$ cat config.mk
export PLATFORM = sky130hd
export DESIGN_NAME = inst_ascii_encoder_flat
export DESIGN_NICKNAME = d
export VERILOG_FILES = /design/src/rtl/inst_ascii_encoder_if.sv /design/src/rtl/inst_ascii_encoder.sv /design/src/flat_wrapper.sv
export SDC_FILE = /design/constraint.sdc
export NUM_CORES = 1
export LEC_CHECK = 0
export ABC_AREA = 0
export CELL_PAD_IN_SITES_DETAIL_PLACEMENT = 1
export CELL_PAD_IN_SITES_GLOBAL_PLACEMENT = 2
export CORE_MARGIN = 3
export CORE_UTILIZATION = 31
export CTS_CLUSTER_DIAMETER = 40
export DETAILED_ROUTE_END_ITERATION = 16
export PLACE_DENSITY_LB_ADDON = 0.05
export SYNTH_ARGS = -nofsm -noshare
export SYNTH_HDL_FRONTEND = slang
export SYNTH_SLANG_ARGS = --single-unit
$ cat constraint.sdc
create_clock -name clk -period 7.4 [get_ports clk]
set_clock_uncertainty 0.2 [all_clocks]
set_input_delay 0.74 -clock clk [delete_from_list [all_inputs] [get_ports clk]]
set_output_delay 0.74 -clock clk [all_outputs]
set_load 0.01 [all_outputs]
$ cat src/rtl/inst_ascii_encoder_if.sv
// rtl/inst_ascii_encoder_if.sv - byte-in / instruction-template-out handshake bundle
// Byte side:   in_data, in_valid (from source), in_ready (from encoder)
// Result side: inst, inst_err, inst_valid (from encoder), inst_ready (from sink)
interface inst_ascii_encoder_if;
    logic [7:0]  in_data;
    logic        in_valid;
    logic        in_ready;
    logic [31:0] inst;
    logic        inst_err;
    logic        inst_valid;
    logic        inst_ready;

    // master: byte source and result sink
    modport master (
        output in_data, in_valid, inst_ready,
        input  in_ready, inst, inst_err, inst_valid
    );

    // slave: the encoder itself
    modport slave (
        input  in_data, in_valid, inst_ready,
        output in_ready, inst, inst_err, inst_valid
    );
endinterface

$ cat src/rtl/inst_ascii_encoder.sv
// rtl/inst_ascii_encoder.sv - ASCII MIPS mnemonic tokens to 32-bit instruction templates
// Ports:
//   clk  - clock, all logic on posedge
//   rst  - synchronous active-high reset
//   bus  - slave side of inst_ascii_encoder_if (byte stream in, template out)
module inst_ascii_encoder #(
    parameter int MAX_LEN = 7
) (
    input  logic               clk,
    input  logic               rst,
    inst_ascii_encoder_if.slave bus
);

    localparam int LW = $clog2(MAX_LEN + 1);

    typedef logic [8*MAX_LEN-1:0] tok_t;

    typedef enum logic [1:0] {
        S_IDLE,
        S_ACCUM,
        S_SKIP,
        S_OUT
    } state_e;

    state_e      state_q, state_d;
    logic [LW-1:0] len_q, len_d;
    logic        bad_q, bad_d;
    tok_t        buf_q, buf_d;
    logic [31:0] inst_q, inst_d;
    logic        inst_err_q, inst_err_d;

    // Character classification of the incoming byte
    logic [7:0] ch;
    logic       is_delim, is_upper, is_lower, is_digit, is_alnum, fire;
    logic [7:0] ch_up;

    assign ch       = bus.in_data;
    assign is_delim = (ch == 8'h20) || (ch == 8'h09) || (ch == 8'h0A) ||
                      (ch == 8'h0D) || (ch == 8'h2C);
    assign is_upper = (ch >= 8'h41) && (ch <= 8'h5A);
    assign is_lower = (ch >= 8'h61) && (ch <= 8'h7A);
    assign is_digit = (ch >= 8'h30) && (ch <= 8'h39);
    assign is_alnum = is_upper || is_lower || is_digit;
    assign ch_up    = is_lower ? (ch - 8'h20) : ch;
    assign fire     = bus.in_valid && (state_q != S_OUT);

    function automatic logic [32:0] rtype(input logic [5:0] funct);
        return {1'b0, 26'd0, funct};
    endfunction

    function automatic logic [32:0] itype(input logic [5:0] op);
        return {1'b0, op, 26'd0};
    endfunction

    function automatic logic [32:0] regimm(input logic [4:0] rt);
        return {1'b0, 6'h01, 5'd0, rt, 16'd0};
    endfunction

    // The buffer holds the token right-aligned with zero fill above it, so a
    // zero-extended literal compare is an exact whole-token match: prefixes
    // and extensions of a mnemonic differ in length and never collide.
    // Result is {err, inst}.
    function automatic logic [32:0] lookup(input tok_t t);
        logic [32:0] r;
        r = {1'b1, 32'd0};
        case (t)
            tok_t'("NOP"):     r = {1'b0, 32'h0000_0000};
            tok_t'("SLL"):     r = rtype(6'h00);
            tok_t'("SRL"):     r = rtype(6'h02);
            tok_t'("SRA"):     r = rtype(6'h03);
            tok_t'("SLLV"):    r = rtype(6'h04);
            tok_t'("SRLV"):    r = rtype(6'h06);
            tok_t'("SRAV"):    r = rtype(6'h07);
            tok_t'("JR"):      r = rtype(6'h08);
            tok_t'("JALR"):    r = rtype(6'h09);
            tok_t'("SYSCALL"): r = rtype(6'h0C);
            tok_t'("BREAK"):   r = rtype(6'h0D);
            tok_t'("MFHI"):    r = rtype(6'h10);
            tok_t'("MTHI"):    r = rtype(6'h11);
            tok_t'("MFLO"):    r = rtype(6'h12);
            tok_t'("MTLO"):    r = rtype(6'h13);
            tok_t'("MULT"):    r = rtype(6'h18);
            tok_t'("MULTU"):   r = rtype(6'h19);
            tok_t'("DIV"):     r = rtype(6'h1A);
            tok_t'("DIVU"):    r = rtype(6'h1B);
            tok_t'("ADD"):     r = rtype(6'h20);
            tok_t'("ADDU"):    r = rtype(6'h21);
            tok_t'("SUB"):     r = rtype(6'h22);
            tok_t'("SUBU"):    r = rtype(6'h23);
            tok_t'("AND"):     r = rtype(6'h24);
            tok_t'("OR"):      r = rtype(6'h25);
            tok_t'("XOR"):     r = rtype(6'h26);
            tok_t'("NOR"):     r = rtype(6'h27);
            tok_t'("SLT"):     r = rtype(6'h2A);
            tok_t'("SLTU"):    r = rtype(6'h2B);
            tok_t'("J"):       r = itype(6'h02);
            tok_t'("JAL"):     r = itype(6'h03);
            tok_t'("BEQ"):     r = itype(6'h04);
            tok_t'("BNE"):     r = itype(6'h05);
            tok_t'("BLEZ"):    r = itype(6'h06);
            tok_t'("BGTZ"):    r = itype(6'h07);
            tok_t'("ADDI"):    r = itype(6'h08);
            tok_t'("ADDIU"):   r = itype(6'h09);
            tok_t'("SLTI"):    r = itype(6'h0A);
            tok_t'("SLTIU"):   r = itype(6'h0B);
            tok_t'("ANDI"):    r = itype(6'h0C);
            tok_t'("ORI"):     r = itype(6'h0D);
            tok_t'("XORI"):    r = itype(6'h0E);
            tok_t'("LUI"):     r = itype(6'h0F);
            tok_t'("LB"):      r = itype(6'h20);
            tok_t'("LH"):      r = itype(6'h21);
            tok_t'("LW"):      r = itype(6'h23);
            tok_t'("LBU"):     r = itype(6'h24);
            tok_t'("LHU"):     r = itype(6'h25);
            tok_t'("SB"):      r = itype(6'h28);
            tok_t'("SH"):      r = itype(6'h29);
            tok_t'("SW"):      r = itype(6'h2B);
            tok_t'("BLTZ"):    r = regimm(5'h00);
            tok_t'("BGEZ"):    r = regimm(5'h01);
            tok_t'("BLTZAL"):  r = regimm(5'h10);
            tok_t'("BGEZAL"):  r = regimm(5'h11);
            tok_t'("MFC0"):    r = {1'b0, 32'h4000_0000};
            tok_t'("MTC0"):    r = {1'b0, 32'h4080_0000};
            tok_t'("ERET"):    r = {1'b0, 32'h4200_0018};
            default:           r = {1'b1, 32'd0};
        endcase
        return r;
    endfunction

    always_ff @(posedge clk) begin
        if (rst) begin
            state_q    <= S_IDLE;
            len_q      <= '0;
            bad_q      <= 1'b0;
            buf_q      <= '0;
            inst_q     <= '0;
            inst_err_q <= 1'b0;
        end else begin
            state_q    <= state_d;
            len_q      <= len_d;
            bad_q      <= bad_d;
            buf_q      <= buf_d;
            inst_q     <= inst_d;
            inst_err_q <= inst_err_d;
        end
    end

    always_comb begin
        state_d    = state_q;
        len_d      = len_q;
        bad_d      = bad_q;
        buf_d      = buf_q;
        inst_d     = inst_q;
        inst_err_d = inst_err_q;

        case (state_q)
            S_IDLE: begin
                if (fire && !is_delim) begin
                    if (is_alnum) begin
                        buf_d   = tok_t'(ch_up);
                        len_d   = LW'(1);
                        state_d = S_ACCUM;
                    end else begin
                        bad_d   = 1'b1;
                        state_d = S_SKIP;
                    end
                end
            end
            S_ACCUM: begin
                if (fire) begin
                    if (is_delim) begin
                        {inst_err_d, inst_d} = bad_q ? {1'b1, 32'd0} : lookup(buf_q);
                        state_d = S_OUT;
                    end else if (is_alnum && (len_q != LW'(MAX_LEN))) begin
                        buf_d = {buf_q[8*MAX_LEN-9:0], ch_up};
                        len_d = len_q + LW'(1);
                    end else begin
                        // Overlong or illegal: swallow the rest of the token
                        bad_d   = 1'b1;
                        state_d = S_SKIP;
                    end
                end
            end
            S_SKIP: begin
                if (fire && is_delim) begin
                    inst_d     = '0;
                    inst_err_d = 1'b1;
                    state_d    = S_OUT;
                end
            end
            S_OUT: begin
                if (bus.inst_ready) begin
                    buf_d   = '0;
                    len_d   = '0;
                    bad_d   = 1'b0;
                    state_d = S_IDLE;
                end
            end
            default: state_d = S_IDLE;
        endcase
    end

    assign bus.in_ready   = (state_q != S_OUT);
    assign bus.inst_valid = (state_q == S_OUT);
    assign bus.inst       = inst_q;
    assign bus.inst_err   = inst_err_q;

endmodule

$ cat src/flat_wrapper.sv
// flat-port wrapper written by rule: the top's interface ports become plain ports
module inst_ascii_encoder_flat 
#(
    parameter int MAX_LEN = 7
)
  (clk, rst, bus_in_data, bus_in_valid, bus_inst_ready, bus_in_ready, bus_inst, bus_inst_err, bus_inst_valid);
  inst_ascii_encoder_if bus_i ();
  input  logic clk;
  input  logic rst;
  input wire logic [$bits(bus_i.in_data)-1:0] bus_in_data;
  input wire logic [$bits(bus_i.in_valid)-1:0] bus_in_valid;
  input wire logic [$bits(bus_i.inst_ready)-1:0] bus_inst_ready;
  output wire logic [$bits(bus_i.in_ready)-1:0] bus_in_ready;
  output wire logic [$bits(bus_i.inst)-1:0] bus_inst;
  output wire logic [$bits(bus_i.inst_err)-1:0] bus_inst_err;
  output wire logic [$bits(bus_i.inst_valid)-1:0] bus_inst_valid;
  assign bus_i.in_data = bus_in_data;
  assign bus_i.in_valid = bus_in_valid;
  assign bus_i.inst_ready = bus_inst_ready;
  assign bus_in_ready = bus_i.in_ready;
  assign bus_inst = bus_i.inst;
  assign bus_inst_err = bus_i.inst_err;
  assign bus_inst_valid = bus_i.inst_valid;
  inst_ascii_encoder #(.MAX_LEN(MAX_LEN)) u_core (.clk(clk), .rst(rst), .bus(bus_i));
endmodule
## Word level (Yosys, flattened, before mapping)

Index checks and enable logic that the tools add are counted.

| storage, ports and cells | value |
|---|---|
| register bits | 95 |
| input port bits | 12 |
| logic and storage cells | 155 |

| operators by class | value |
|---|---|
| add/subtract/negate cells | 2 |
| $lt $le $gt $ge | 6 |
| equality and inequality tests | 79 |
| mux-type cells | 40 |
| reductions and logical operators | 22 |

Operators by type and width:

| cell | number |
|---|---|
| 33-bit case mux with 57 select lines | 1 |
| 56-bit by 31-bit == test with 1-bit output (second input constant) | 24 |
| 56-bit by 23-bit == test with 1-bit output (second input constant) | 18 |
| 56-bit by 15-bit == test with 1-bit output (second input constant) | 8 |
| 56-bit 2-to-1 mux | 6 |
| 56-bit by 39-bit == test with 1-bit output (second input constant) | 4 |
| 56-bit case mux with 3 select lines | 1 |
| 56-bit by 47-bit == test with 1-bit output (second input constant) | 2 |
| 32-bit 2-to-1 mux | 3 |
| 32-bit case mux with 2 select lines | 1 |
| 56-bit by 55-bit == test with 1-bit output (second input constant) | 1 |
| 56-bit by 7-bit == test with 1-bit output (second input constant) | 1 |
| 33-bit 2-to-1 mux | 1 |
| 8-bit by 4-bit == test with 1-bit output (second input constant) | 3 |
| 3-bit 2-to-1 mux | 6 |
| 8-bit by 6-bit == test with 1-bit output (second input constant) | 2 |
| 8-bit by 7-bit >= comparator with 1-bit output (second input constant) | 2 |
| 8-bit by 7-bit less-or-equal comparator with 1-bit output (second input constant) | 2 |
| 2-bit 2-to-1 mux | 7 |
| 7-bit AND reduction | 2 |
| 2-bit by 1-bit != test with 1-bit output (second input constant) | 6 |
| 2-bit != test (second input constant) | 5 |
| 1-bit 2-to-1 mux | 9 |
| 3-bit case mux with 3 select lines | 1 |
| other kinds (21) | 33 |

## Longest topological paths before layout

Gate-level depths: netlist of the first run.

| depth | value |
|---|---|
| depth after elaboration | 9 |
| gate-level depth with buffers | 11 |

## Least setup slack after synthesis of the first run

Ideal clock, no wire load.

| path | value |
|---|---|
| path type | input-to-reg |
| start | input port bus_in_data[5] |
| end | register u_core.len_q[2] |
| setup time | 0.070 ns |
| arrival | 2.550 ns |
| data required time | 7.130 ns |
| setup slack | 4.580 ns |
| stages | 11 |
| path through | ha_1 -> nand2b_1 -> a21o_1 -> a311oi_1 -> a21oi_1 -> a21oi_1 -> o21ba_2 -> buf_2 -> buf_2 -> nand3_1 -> a21oi_1 |

| between the ends | value |
|---|---|
| word-level cells in the longest chain between the ends | 9 |

RTL lines:

| item | line | source |
|---|---|---|
| from (decl) | flat_wrapper.sv:10 | `input wire logic [$bits(bus_i.in_data)-1:0] bus_in_data;` |
| branches (longest 8 deep; another with 8-bit by 7-bit >= comparator with 1-bit output) | - |  |
| 7-bit AND reduction (no source line) * | - |  |
| to (signal assigned) | inst_ascii_encoder.sv:140 | `len_q <= len_d;` |
| to (decl) | inst_ascii_encoder.sv:26 | `logic [LW-1:0] len_q, len_d;` |

Mark *: on every way between the ends.
A chain may end at the register's enable or synchronous reset.

## Worst setup path after layout of the first run

| path | value |
|---|---|
| start | input port bus_in_data[5] |
| end | register u_core.buf_q[37] |

| between the ends | value |
|---|---|
| word-level cells in the longest chain between the ends | 9 |

RTL lines:

| item | line | source |
|---|---|---|
| branches (longest 8 deep; another with 8-bit by 7-bit >= comparator with 1-bit output) | - |  |
| 7-bit AND reduction (no source line) * | - |  |
| to (signal assigned) | inst_ascii_encoder.sv:142 | `buf_q <= buf_d;` |
| to (decl) | inst_ascii_encoder.sv:28 | `tok_t buf_q, buf_d;` |

Marks and branches as above.

==> out/results.ini, run 1 <==
[cells_and_area]
utilization_pct=35.2
layout.nets=816
drive_gt1_share_pct=9.14
area_growth_pct=10.6
final_area_um2=6630
nFillCells=2296
num_antenna_cells=0

[yosys]
synth_seq_cells=79
postSynthCellCount=804
yosysWarnings=0
synth_flop_cell=dfxtp_1
synth_area_um2=5990
async_flop_share_pct=0
synthDistinctLibCells=83
avgSynthCellArea_um2=7.45
seq_area_frac_synth_pct=26.4
synth_edf_count=0

[setup_path]
reg2reg_to=u_core.bus.inst_err
critPathBufInv=1
path_cells=clkdlybuf4s50_1 > ha_1 > nand2b_1 > a21o_1 > a311oi_1 > a21oi_1 > a21oi_1 > o21ba_2 > nand3_1 > a21oi_1
path_delay_family=compound AO/OA/AOI/OAI gates
cp-start-kind=input port
endpoint_kind=register
worst_path_most_repeated_cell=a21oi_1
r2r_start=u_core.buf_q[3]
rr_worst_depth=8
reg2reg_slack_ps=3270
crit_fanout=55
worst_path_largest_cell_delay_ps=1030
slowest_stage=o21ba_2
critPathArrivalTime_ps=4260
crit_type=in -> reg
cp.required_ps=7480

[timing]
fmaxAchievable_mhz=239
finalSetupViolCount=0
tightest_slew_ps=1240
hold_viol_final=0
fin_setup_tns_ps=0
maxSlewHeadroom_pct=17.0
min_period_over_period_pct=56.5
post-route-min-period_ps=4180
final_max_slew_viol_count=0
rsz0062_at_grt=no

[route]
first_pass_iters=5
vias=6325
wirelength_um=24900
postRouteAntennaNets=0
wl_per_cell_um=23.5
drt_iter0_drc=571
drcViolationCount=0
drt-vias-per-instance=5.97

[die]
dieWidth_um=145
die_height_um=145
rows=50
core_um2=18800
dieArea_um2=21000
pin_count=47
start_util_pct=31.8

[grt]
grt_use_met2_pct=37.2
grt_remaining_overflow=0
grt_util_all_layers_pct=23.1
grt_busiest_layer=met2
use_met1_pct=30.7
antenna_found_initial=0
grt.met3_usage_pct=2.62
grt_pass1_vias=6324
grt_max_degree=68
grt_pass1_wl_um=38700

[power]
switching_share_pct=43.1
switchingPower_mw=0.616
leakagePower_nw=2.02
ir_drop_mv=0.218
p_clk_share_pct=32.8
powerDensity_nw_per_um2=215
internal-power_mw=0.812
seq_power_share_pct=36.3
combPwrFrac_pct=30.9
totalPowerFinal_mw=1.43

[clock_network]
cts_resized=0
numCtsBuffers=9
cts.sinks=79
cts-htree-levels=3
postCtsHoldBufs=0
clk_latency_ps=360
cts-root-buf=clkbuf_16
post_cts_buffers=0
clkSlewWorstSetupHoldPaths_ps=70
cts_tree=built
ctsLongestPathBuffers=2

[place]
io_buffers=30
dpl.hpwl_um=18300
finalWeightedCongestion=0.970
place_area_um2=6330

[min_path]
min_path_cells=2
hold_end=u_core.bus.inst[16]
min-delay-start=u_core.bus.inst[16]
min_path_type=reg -> reg

[outcome]
outcome=complete, no violations

[run]
maxCapViolations=0

[worst reg2reg max path, cell delays in order (launching register included)]
cell       delay [ps]
dfxtp_1           740
and4bb_2          360
nand4_1           220
nor4_1            120
a21oi_1           410
o2111ai_1         230
or4_4             480
o311ai_0         1020
nor3b_1           270
[layer usage]
| metal | vias up | wire, um |
|---|---|---|
| met3 | 48 | 840 |
| li1 | 2945 | - |
| met1 | 3147 | 11300 |
| met5 | - | 0 |
| met4 | 0 | 1190 |
| met2 | 185 | 11600 |
[Yosys cell counts, drive strengths merged, types with 3 or more instances]
cell type / instances / area (um2)
a22oi: 5 / 51.3
and3: 5 / 31.3
nand3b: 9 / 67.6
a21o: 4 / 30.0
o211ai: 5 / 42.5
and4: 5 / 43.8
nor3b: 3 / 22.5
nor2: 43 / 161
nor4: 30 / 245
nor2b: 14 / 87.6
nand2b: 6 / 37.5
ha: 10 / 125
nand2: 124 / 478
nand4: 40 / 256
clkbuf: 19 / 71.3
or2: 6 / 37.5
o21ai: 33 / 176
a2111oi: 3 / 26.3
or3: 5 / 31.3
buf: 58 / 374
o21bai: 3 / 22.5
o22ai: 4 / 25.0
nor4b: 16 / 206
nor3: 27 / 140
nor4bb: 21 / 216
inv: 11 / 41.3
or4: 5 / 41.3
nand3: 81 / 410
nand4b: 4 / 35.0
o32ai: 4 / 35.0
and4bb: 3 / 41.3
and2: 4 / 25.0
dfxtp: 79 / 1580
a311oi: 4 / 52.6
a211oi: 3 / 22.5
a21oi: 75 / 394
[stage by stage]
stage / setup WS, ps / instances / hold WS [ps]
after CTS: 3240 / 1059 / 259
after detailed placement: 2870 / 1043 / 242
after global placement: 3020 / 1043 / 235
after global routing: 2860 / 1059 / 274
final: 3220 / 1059 / 256
after floorplan: 4580 / 819 / 236
[cell usage in the layout, fill, tap and decap left out, types with 16 or more instances in the layout]
cell             netlist  routed
a21oi_1               70      70
nor3_1                26      26
nand2_1              121     121
dfxtp_1               79      79
nor4bb_1              20      19
nor4_1                25      25
nor2_1                43      42
clkdlybuf4s50_1        0      29
o21ai_0               25      25
nand3_1               80      80
conb_1                 1      16
nand4_1               39      39
[cell families after synthesis]
group	after synthesis	share of synthesized area [%]
AND/OR/NAND/NOR	456	44.5
AO/OA/AOI/OAI	164	17.9
buffers and inverters	88	8.12
flip-flops	79	26.4
adder cells (fa/ha/maj)	10	2.09
XOR/XNOR	3	0.439
multiplexers	3	0.522
other	1	0.0626
[worst max-delay path by stage]
stage / startpoint / endpoint / slack (ps) / depth (start not counted)
floorplan: bus_in_data[5] / u_core.len_q[2] / 4580 / 11
global placement: bus_in_data[5] / u_core.buf_q[42] / 3020 / 10
detailed placement: bus_in_data[5] / u_core.buf_q[51] / 2870 / 10
CTS: bus_in_data[5] / u_core.buf_q[28] / 3240 / 10
global route: bus_in_data[5] / u_core.buf_q[32] / 2860 / 10
finish: bus_in_data[5] / u_core.buf_q[37] / 3220 / 10
[power groups by stage]
| stage | Combinational, mW | Sequential (mW) | Clock [mW] |
|---|---|---|---|
| after global routing | 0.485 | 0.527 | 0.497 |
| after detailed placement | 0.436 | 0.528 | 0 |
| after CTS | 0.438 | 0.518 | 0.478 |
| after global placement | 0.428 | 0.524 | 0 |
| final | 0.441 | 0.518 | 0.469 |
| after floorplan | 0.359 | 0.490 | 0 |
[flip-flops by register name, indices dropped and copies added (netlist names)]
signal               count
u_core.len_q             3
u_core.bus.inst         16
u_core.buf_q            56
u_core.bad_q             1
u_core.bus.inst_err      1
u_core.state_q           2
[cell type report]
| type | count | area, um2 | share of cell area, % |
|---|---|---|---|
| clock buffers | 9 | 225 | 3.40 |
| clock inverters | 7 | 72.6 | 1.10 |
| inverters | 11 | 41.3 | 0.623 |
| multi-input cells | 652 | 4000 | 60.4 |
| flip-flops and latches | 79 | 1580 | 23.9 |
| well taps | 260 | 325 | 4.91 |
| repair buffers | 41 | 378 | 5.70 |
No activity file was read; power rests on OpenSTA's default activity.
==> inputs of run 2 (changes only) <==
clock period = 4.3 ns   (was 7.4 ns; I/O delays follow)
==> out/results.ini, run 2 (same netlist as run 1, synthesis figures left out) <==
[setup_path]
startpoint=u_core.buf_q[25]
cp.required_ps=4300
crit_fanout=16
reg2reg_slack_ps=620
cp-start-kind=register
crit_type=reg -> reg
critPathArrivalTime_ps=3670
r2r_start=u_core.buf_q[25]
endpoint_kind=register

[power]
powerDensity_nw_per_um2=374
totalPowerFinal_mw=2.57
leakagePower_nw=2.18
ir_drop_mv=0.345

[die]
start_util_pct=31.8
core_um2=18800
dieArea_um2=21000
rows=50
die_height_um=145
dieWidth_um=145
pin_count=47

[timing]
fin_setup_tns_ps=0
tightest_slew_ps=1190
finalSetupViolCount=0
hold_slack_ps=257
hold_viol_final=0
maxSlewHeadroom_pct=19.7
post-route-min-period_ps=3680
fmaxAchievable_mhz=272
final_max_slew_viol_count=0
min_period_over_period_pct=85.5
rsz0062_at_grt=no

[route]
wl_per_cell_um=23.1
postRouteAntennaNets=0
vias=6495
drcViolationCount=0
drt_iter0_drc=436
first_pass_iters=5
wirelength_um=25000
drt-vias-per-instance=6.00

[cells_and_area]
layout_commonest_cell=nand2_1
layout_common_cells=nand2_1, nand3_1, dfxtp_1
utilization_pct=36.4
num_antenna_cells=0
seqCellArea_um2=1580
multiInputGateArea_um2=4000
largest_reg_flops=56
layout.nets=840
nFillCells=2334
area_growth_pct=14.5
top_register=u_core.buf_q
drive_gt1_share_pct=11.7

[grt]
grt_util_all_layers_pct=23.4
antenna_found_initial=0
grt_max_degree=66
grt_pass1_wl_um=39000
grt_remaining_overflow=0
grt_pass1_vias=6456

[place]
dpl.hpwl_um=19300
finalWeightedCongestion=0.986
io_buffers=30

[clock_network]
cts_tree=built
postCtsHoldBufs=0
cts.sinks=79
numCtsBuffers=9
cts-htree-levels=3
post_cts_buffers=0
cts_resized=0
ctsLongestPathBuffers=2
clkSlewWorstSetupHoldPaths_ps=70
clk_latency_ps=350
cts-root-buf=clkbuf_16

[min_path]
min-delay-start=u_core.bus.inst[30]
min_path_type=reg -> reg

[run]
maxCapViolations=0

[outcome]
outcome=complete, no violations

run 2: final cells by class:
class	count	share of cell area (%)
Multi-Input combinational cell	652	58.3
Sequential cell	79	23.1
Timing Repair Buffer	65	8.50
Tap cell	260	4.74
Clock buffer	9	3.28
Clock inverter	7	1.50
Inverter	11	0.602
run 2: path summary, 6_finish.rpt:
path,end,depth (start not counted)
worst min register to register,u_core.bus.inst[30],2
worst max register to register,u_core.bus.inst[16],10
worst min-delay path,u_core.bus.inst[30],2
worst max-delay path,u_core.bus.inst[16],10
run 2: where the power goes:
group | leakage, nW | internal (mW) | switching [mW]
clock network | 0.162 | 0.517 | 0.346
logic | 1.38 | 0.248 | 0.589
registers | 0.638 | 0.778 | 0.0892
total | 2.18 | 1.54 | 1.02
run 2: per-stage QoR:
stage / instance area (um2) / setup WS (ps) / instances
6_report: 6860 / 622 / 1083
5_1_grt: 6860 / 360 / 1083
4_1_cts: 6860 / 577 / 1083
3_5_place_dp: 6530 / 308 / 1067
3_3_place_gp: 6530 / 408 / 1067
2_1_floorplan: 6050 / 1660 / 819
run 2: metal layers:
layer  global-route usage, %  wire [um]  vias up
li1                        -          -     3007
met1                    30.4      10900     3169
met2                    37.6      11400      243
met3                    3.53       1220       76
met4                    12.6       1460        0
met5                       0          0        -
run 2: worst max-delay path: stages (launching register included):
cell and delay, ps:
dfxtp_1 580, buf_4 220, and4b_1 200, nand2_1 200
nor3_1 100, buf_4 170, a2111oi_0 410, o2111a_1 350
a21oi_2 100, a311oi_4 770, o21ai_0 220
